`src/rtl/video_timing_gen.sv`:
```
// Raster timing generator: free-running h/v counters gated by an IDLE/RUN/DRAIN controller.
// Every output is registered one clock after the counter state it describes.
module video_timing_gen #(
    parameter int unsigned H_ACTIVE = 640,
    parameter int unsigned H_FP     = 16,
    parameter int unsigned H_SYNC   = 96,
    parameter int unsigned H_BP     = 48,
    parameter int unsigned V_ACTIVE = 480,
    parameter int unsigned V_FP     = 10,
    parameter int unsigned V_SYNC   = 2,
    parameter int unsigned V_BP     = 33,
    parameter logic        HS_POL   = 1'b0,
    parameter logic        VS_POL   = 1'b0
) (
    input  logic        clk,
    input  logic        rst,
    input  logic        en,
    output logic        hs_out,
    output logic        vs_out,
    output logic        de_out,
    output logic [11:0] x_out,
    output logic [11:0] y_out,
    output logic        line_start,
    output logic        frame_start,
    output logic [15:0] frame_cnt,
    output logic        busy
);

    localparam int unsigned H_TOTAL = H_ACTIVE + H_FP + H_SYNC + H_BP;
    localparam int unsigned V_TOTAL = V_ACTIVE + V_FP + V_SYNC + V_BP;

    localparam logic [11:0] HLast    = 12'(H_TOTAL - 1);
    localparam logic [11:0] VLast    = 12'(V_TOTAL - 1);
    localparam logic [11:0] HAct     = 12'(H_ACTIVE);
    localparam logic [11:0] VAct     = 12'(V_ACTIVE);
    localparam logic [11:0] HsStart  = 12'(H_ACTIVE + H_FP);
    localparam logic [11:0] HsEnd    = 12'(H_ACTIVE + H_FP + H_SYNC);
    localparam logic [11:0] VsStart  = 12'(V_ACTIVE + V_FP);
    localparam logic [11:0] VsEnd    = 12'(V_ACTIVE + V_FP + V_SYNC);

    localparam logic [1:0] StIdle  = 2'd0;
    localparam logic [1:0] StRun   = 2'd1;
    localparam logic [1:0] StDrain = 2'd2;

    logic [1:0]  state_q, state_d;
    logic [11:0] h_cnt_q, h_cnt_d;
    logic [11:0] v_cnt_q, v_cnt_d;
    logic        running;
    logic        frame_end;

    logic        hs_q, hs_d;
    logic        vs_q, vs_d;
    logic        de_q, de_d;
    logic [11:0] x_q, x_d;
    logic [11:0] y_q, y_d;
    logic        ls_q, ls_d;
    logic        fs_q, fs_d;
    logic [15:0] frame_cnt_q, frame_cnt_d;
    logic        busy_q, busy_d;

    assign running   = (state_q != StIdle);
    assign frame_end = (h_cnt_q == HLast) && (v_cnt_q == VLast);

    // en only decides the fate of the frame boundary; the frame in flight always completes.
    always_comb begin
        state_d = state_q;
        unique case (state_q)
            StIdle:  if (en) state_d = StRun;
            StRun:   if (!en) state_d = frame_end ? StIdle : StDrain;
            StDrain: begin
                if (en) begin
                    state_d = StRun;
                end else if (frame_end) begin
                    state_d = StIdle;
                end
            end
            default: state_d = StIdle;
        endcase
    end

    always_comb begin
        h_cnt_d = '0;
        v_cnt_d = '0;
        if (running) begin
            if (h_cnt_q == HLast) begin
                h_cnt_d = '0;
                v_cnt_d = (v_cnt_q == VLast) ? 12'd0 : v_cnt_q + 12'd1;
            end else begin
                h_cnt_d = h_cnt_q + 12'd1;
                v_cnt_d = v_cnt_q;
            end
        end
    end

    always_comb begin
        de_d        = running && (h_cnt_q < HAct) && (v_cnt_q < VAct);
        hs_d        = (running && (h_cnt_q >= HsStart) && (h_cnt_q < HsEnd)) ? HS_POL : ~HS_POL;
        vs_d        = (running && (v_cnt_q >= VsStart) && (v_cnt_q < VsEnd)) ? VS_POL : ~VS_POL;
        x_d         = de_d ? h_cnt_q : 12'd0;
        y_d         = de_d ? v_cnt_q : 12'd0;
        ls_d        = de_d && (h_cnt_q == 12'd0);
        fs_d        = de_d && (h_cnt_q == 12'd0) && (v_cnt_q == 12'd0);
        frame_cnt_d = fs_d ? frame_cnt_q + 16'd1 : frame_cnt_q;
        busy_d      = running;
    end

    always_ff @(posedge clk) begin
        if (rst) begin
            state_q     <= StIdle;
            h_cnt_q     <= '0;
            v_cnt_q     <= '0;
            hs_q        <= ~HS_POL;
            vs_q        <= ~VS_POL;
            de_q        <= 1'b0;
            x_q         <= '0;
            y_q         <= '0;
            ls_q        <= 1'b0;
            fs_q        <= 1'b0;
            frame_cnt_q <= '0;
            busy_q      <= 1'b0;
        end else begin
            state_q     <= state_d;
            h_cnt_q     <= h_cnt_d;
            v_cnt_q     <= v_cnt_d;
            hs_q        <= hs_d;
            vs_q        <= vs_d;
            de_q        <= de_d;
            x_q         <= x_d;
            y_q         <= y_d;
            ls_q        <= ls_d;
            fs_q        <= fs_d;
            frame_cnt_q <= frame_cnt_d;
            busy_q      <= busy_d;
        end
    end

    assign hs_out      = hs_q;
    assign vs_out      = vs_q;
    assign de_out      = de_q;
    assign x_out       = x_q;
    assign y_out       = y_q;
    assign line_start  = ls_q;
    assign frame_start = fs_q;
    assign frame_cnt   = frame_cnt_q;
    assign busy        = busy_q;

endmodule

```
`config.mk`:
```
export PLATFORM = sky130hd
export DESIGN_NAME = video_timing_gen
export DESIGN_NICKNAME = d
export VERILOG_FILES = /design/src/rtl/video_timing_gen.sv
export SDC_FILE = /design/constraint.sdc
export NUM_CORES = 1
export LEC_CHECK = 0
export ABC_AREA = 1
export CELL_PAD_IN_SITES_DETAIL_PLACEMENT = 1
export CELL_PAD_IN_SITES_GLOBAL_PLACEMENT = 2
export CORE_ASPECT_RATIO = 1.5
export CORE_MARGIN = 5
export CORE_UTILIZATION = 30
export DETAILED_ROUTE_END_ITERATION = 8
export PLACE_DENSITY_LB_ADDON = 0.1
export SLEW_MARGIN = 20
export SYNTH_ARGS = -nofsm -noshare
export SYNTH_HDL_FRONTEND = slang
export SYNTH_SLANG_ARGS = --single-unit
```
`constraint.sdc`:
```
create_clock -name clk -period 1.8 [get_ports clk]
set_input_delay 0.36 -clock clk [delete_from_list [all_inputs] [get_ports clk]]
set_output_delay 0.36 -clock clk [all_outputs]
set_load 0.005 [all_outputs]
```
* Yosys cells after proc, flatten, opt, wreduce, memory -nomap -nowiden
Cells that the tools add are included.
** Storage, ports and cells
- Register bits :: 72
- Bits of input ports :: 3
- Output and inout bits :: 46
- Word-level logic and storage cells :: 56
** Operators by class
- Add/subtract/negate cells :: 3
- $lt $le $gt $ge :: 6
- Eq/ne operators :: 7
- Muxes and demuxes :: 9
- Bitwise gates (word level) :: 2
- Reductions and logical operators :: 17
** Operator list (number)
- $add A12 B1 Y12 const B :: 2
- $eq A12 B10 Y1 const B :: 2
- $logic_not A12 Y1 :: 2
- $lt A12 B10 Y1 const B :: 2
- $lt A12 B9 Y1 const B :: 2
- $add A16 B1 Y16 const B :: 1
- $ge A12 B10 Y1 const B :: 1
- $ge A12 B9 Y1 const B :: 1
- $mux W12 :: 1
- $mux W2 :: 5
- $logic_and A1 B1 Y1 :: 9
- $pmux W2 S3 :: 1
- $ne A2 B2 Y1 const B :: 2
- $reduce_or A2 Y1 :: 2
- $ne A3 B3 Y1 const B :: 1
- $reduce_and A3 Y1 :: 1
- $reduce_or A3 Y1 :: 1
- $eq A2 B1 Y1 const B :: 1
- $eq A2 B2 Y1 const B :: 1
- $logic_not A2 Y1 :: 1
- $mux W1 :: 2
- $not A1 Y1 :: 2
- $reduce_bool A2 Y1 :: 1

* Logic depth before layout (Yosys ltp)
- Depth after elaboration :: 5
- Depth in mapped cells :: 11
- Depth with buffers taken out :: 10

* Worst setup path after synthesis
Ideal clock, no wire load.
- Path kind :: register to register
- Start point :: reg h_cnt_q[0]
- End point :: reg v_cnt_q[5]
- Library setup time :: 0.117 ns
- Data arrival time :: 1.379 ns
- Data required time :: 1.683 ns
- Path slack :: 0.304 ns
- Stages on the path, launching flop included :: 10
- Path buffers :: 1
- Period minus slack after synthesis :: 1.496 ns
- Path through :: dfxtp_1 -> ha_1 -> nand2_1 -> nor2_4 -> nand3_2 -> nor2_8 -> inv_4 -> buf_6 -> a21oi_1 -> nor2_1
** Between the ends
- Longest elaborated chain between the ends :: 1
** Ends and longest elaborated chain
- start, declared :: RTL line 46 : logic [11:0] h_cnt_q, h_cnt_d;
- start signal, assigned :: RTL line 123 : h_cnt_q <= h_cnt_d;
- $eq A12 B10 Y1 :: RTL line 85 : if (h_cnt_q == HLast) begin
- end signal, assigned :: RTL line 124 : v_cnt_q <= v_cnt_d;
- end, declared :: RTL line 47 : logic [11:0] v_cnt_q, v_cnt_d;
Every way passes these cells.
A chain may end at the register's enable or synchronous reset.

* Worst setup path after layout
- Start point :: reg frame_cnt_q[2] (netlist: frame_cnt[2])
- End point :: out frame_cnt[2]
** RTL lines
- start, declared :: RTL line 58 : logic [15:0] frame_cnt_q, frame_cnt_d;
- start signal, assigned :: RTL line 132 : frame_cnt_q <= frame_cnt_d;
- end, declared :: RTL line 25 : output logic [15:0] frame_cnt,
No word-level cell between the ends.

==> results_dict.tcl <==
set metrics [dict create \
    synthFlopType "dfxtp_1" \
    worst_path_max_delay_cell "clkdlybuf4s50_1" \
    max_cap_viol_count 0 \
    async_flop_share_pct 0 \
    critPathMaxStageDelay_ns 0.54 \
    syn_inst 444 \
    row_count 46 \
    antenna_found_initial 0 \
    p_int_mw 3.07 \
    vias_per_cell 4.63 \
    io_pins 49 \
    dieArea_um2 13200 \
    drv_slew 0 \
    period_share_pct 92.5 \
    gp_congestion 0.796 \
    grt_usage_pct 14.5 \
    synth.most_common_cell "nand2_1" \
    grt_pass1_vias 3113 \
    grt_start_max_net_pins 25 \
    wire_per_inst_um 13.7 \
    hold_path_class "register to register" \
    synth_area_um2 3280 \
    htreeDepth 3 \
    area_growth_syn_to_layout_pct 34.3 \
    nNetsFinal 522 \
    clk_root_buffer_cell "clkbuf_16" \
    yosys-top-cells-count "nand2_1, nor2_1, dfxtp_1, inv_1, nand3_1" \
    drtPass1Iterations 4 \
    status "complete, no violations" \
    die_x_um 95.4 \
    avgSynthCellArea_um2 7.39 \
    drt_iter0_markers 65 \
    antenna_left 0 \
    timing_hold_violations_final 0 \
    clk_latency_ns 0.34 \
    diodes 0 \
    p_comb_share_pct 5.4 \
    remaining_drc_errors 0 \
    crit_family "buffers and inverters" \
    synth_area_leaders "dfxtp_1, nand2_1, nor2_1" \
    p_leak_nw 1.71 \
    cp_num_buf_inv 1 \
    crit_type "register to output port" \
    period_needed_ns 1.67 \
    crit_path_max_fanout 6 \
    pwr-share-clk_pct 53.4 \
    chipHeight_um 138 \
    pre_cts_slack_ns 0.0747 \
    path_cells "clkdlybuf4s50_1" \
    clock.fmax_ghz 0.600 \
    utilization_pct 41.4 \
    seq_area_frac_synth_pct 43.9 \
    grt_pass1_wl_mm 15.0 \
    worstPathArrival_ns 1.31 \
    crit_required_ns 1.44 \
    routed_wirelength_mm 9.09 \
    dpl.hpwl_mm 6.92 \
    via_count 3067 \
    p_total_mw 3.96 \
    setup.worst_path.end_class "output port" \
    cts_tree "yes" \
    rsz0062_at_grt "false" \
    start_kind "register" \
    seqPwrFrac_pct 41.2 \
    switchingPower_mw 0.883 \
    synth_top_area_cell "dfxtp_1" \
    clk_pin_slew_worst_paths_ns 0.06 \
    skew_ns 0.00703 \
    setup_viol 0 \
    ir_drop_mv 0.460 \
    regArea_um2 1440 \
    initial_utilization_pct 30.8 \
    p_sw_share_pct 22.3 \
    yosys_warnings 0 \
    synth-seq-cells 72 \
    multi_input_area_um2 1620 \
    synth_top_area_share_pct 43.9 \
    grt_overflow_total 0 \
    drive_gt1_share_pct 13.1 \
    cts_buffer_depth 2 \
    io_buffers 48 \
    synthDistinctLibCells 32 \
    cts.sinks 72 \
    n_fill_cell 1320 \
    core-area_um2 10600 \
    cts_made_buffers 9 \
    synth_edf_count 0 \
    power-per-cell-area_nw_per_um2 898 \
    layout_setup_ws_ns 0.134 \
    tns_ns 0 \
]
## cell usage in the layout, fill, tap and decap left out, types with 3 or more instances in the layout
cell type	synthesis	final
nand2_1	89	89
nor2_1	87	86
dfxtp_1	72	70
clkdlybuf4s50_1	0	48
inv_1	42	42
nand3_1	37	37
a21oi_1	27	27
nand4_1	12	12
buf_4	0	12
clkbuf_16	0	9
inv_2	8	8
nor2_4	6	8
nor3_1	9	8
o21ai_0	7	7
xor2_1	6	6
nor2_2	5	5
conb_1	1	5
nand2_2	4	4
ha_1	5	4
o21ai_1	3	3
bufinv_16	0	3
## cell families after synthesis
group,count (synthesis),synth area share [%]
buf+inv,59,7.86
compound gates,39,6.18
simple gates,260,37.9
xor+xnor,8,2.14
fa+ha+maj,5,1.91
other cells,1,0.114
flops,72,43.9
## metrics by stage
step,hold WS [ns],instance area [um^2],std cells
after floorplan,0.430,3300,448
after global placement,0.450,4020,645
after detailed placement,0.471,4020,645
after CTS,0.480,4370,661
after global routing,0.458,4410,663
final,0.433,4410,663
## registers in the layout (all words and copies together) (netlist names), 2 cells and up
register,cells
frame_cnt,16
h_cnt_q,12
v_cnt_q,12
x_out,12
y_out,12
state_q,2
## cell type report
class                      instances  area share, %
inverter                          51           4.46
clock buffer                       9           5.11
tap                              144           4.09
timing repair buffer              62           13.9
multi-input combinational        318           36.8
sequential                        72           32.8
clock inverter                     7           2.87
## layer usage
metal	share of wire [%]	vias to the layer above	GRT usage, %	wire, um
met5	0	-	0	0
met4	2.0	0	6.37	184
met3	3.3	11	3.64	297
met2	55	44	26.3	4970
met1	40	1460	15.3	3640
li1	-	1552	-	-
## path summary, 6_finish.rpt
kind / depth (start not counted) / startpoint / slack [ns] / to
worst min register to register: 1 / h_cnt_q[0] / 0.43 / h_cnt_q[0]
worst max-delay path: 1 / frame_cnt[2] / 0.13 / frame_cnt[2]
worst max register to register: 8 / v_cnt_q[1] / 0.16 / frame_cnt[0]
worst min-delay path: 1 / h_cnt_q[0] / 0.43 / h_cnt_q[0]
## power by group through the flow
stage	Combinational (mW)	Clock (mW)	Sequential, mW
after detailed placement	0.209	0	1.66
after global routing	0.237	2.25	1.63
after global placement	0.207	0	1.66
final	0.215	2.11	1.63
after CTS	0.211	2.16	1.63
after floorplan	0.125	0	1.67
## timing repair
action                     CTS  global route
hold buffers                 0             0
setup buffers                0             1
setup endpoints to repair    0            16
gates resized for setup      0             7
Note: power is estimated with default switching activity, not from simulation.
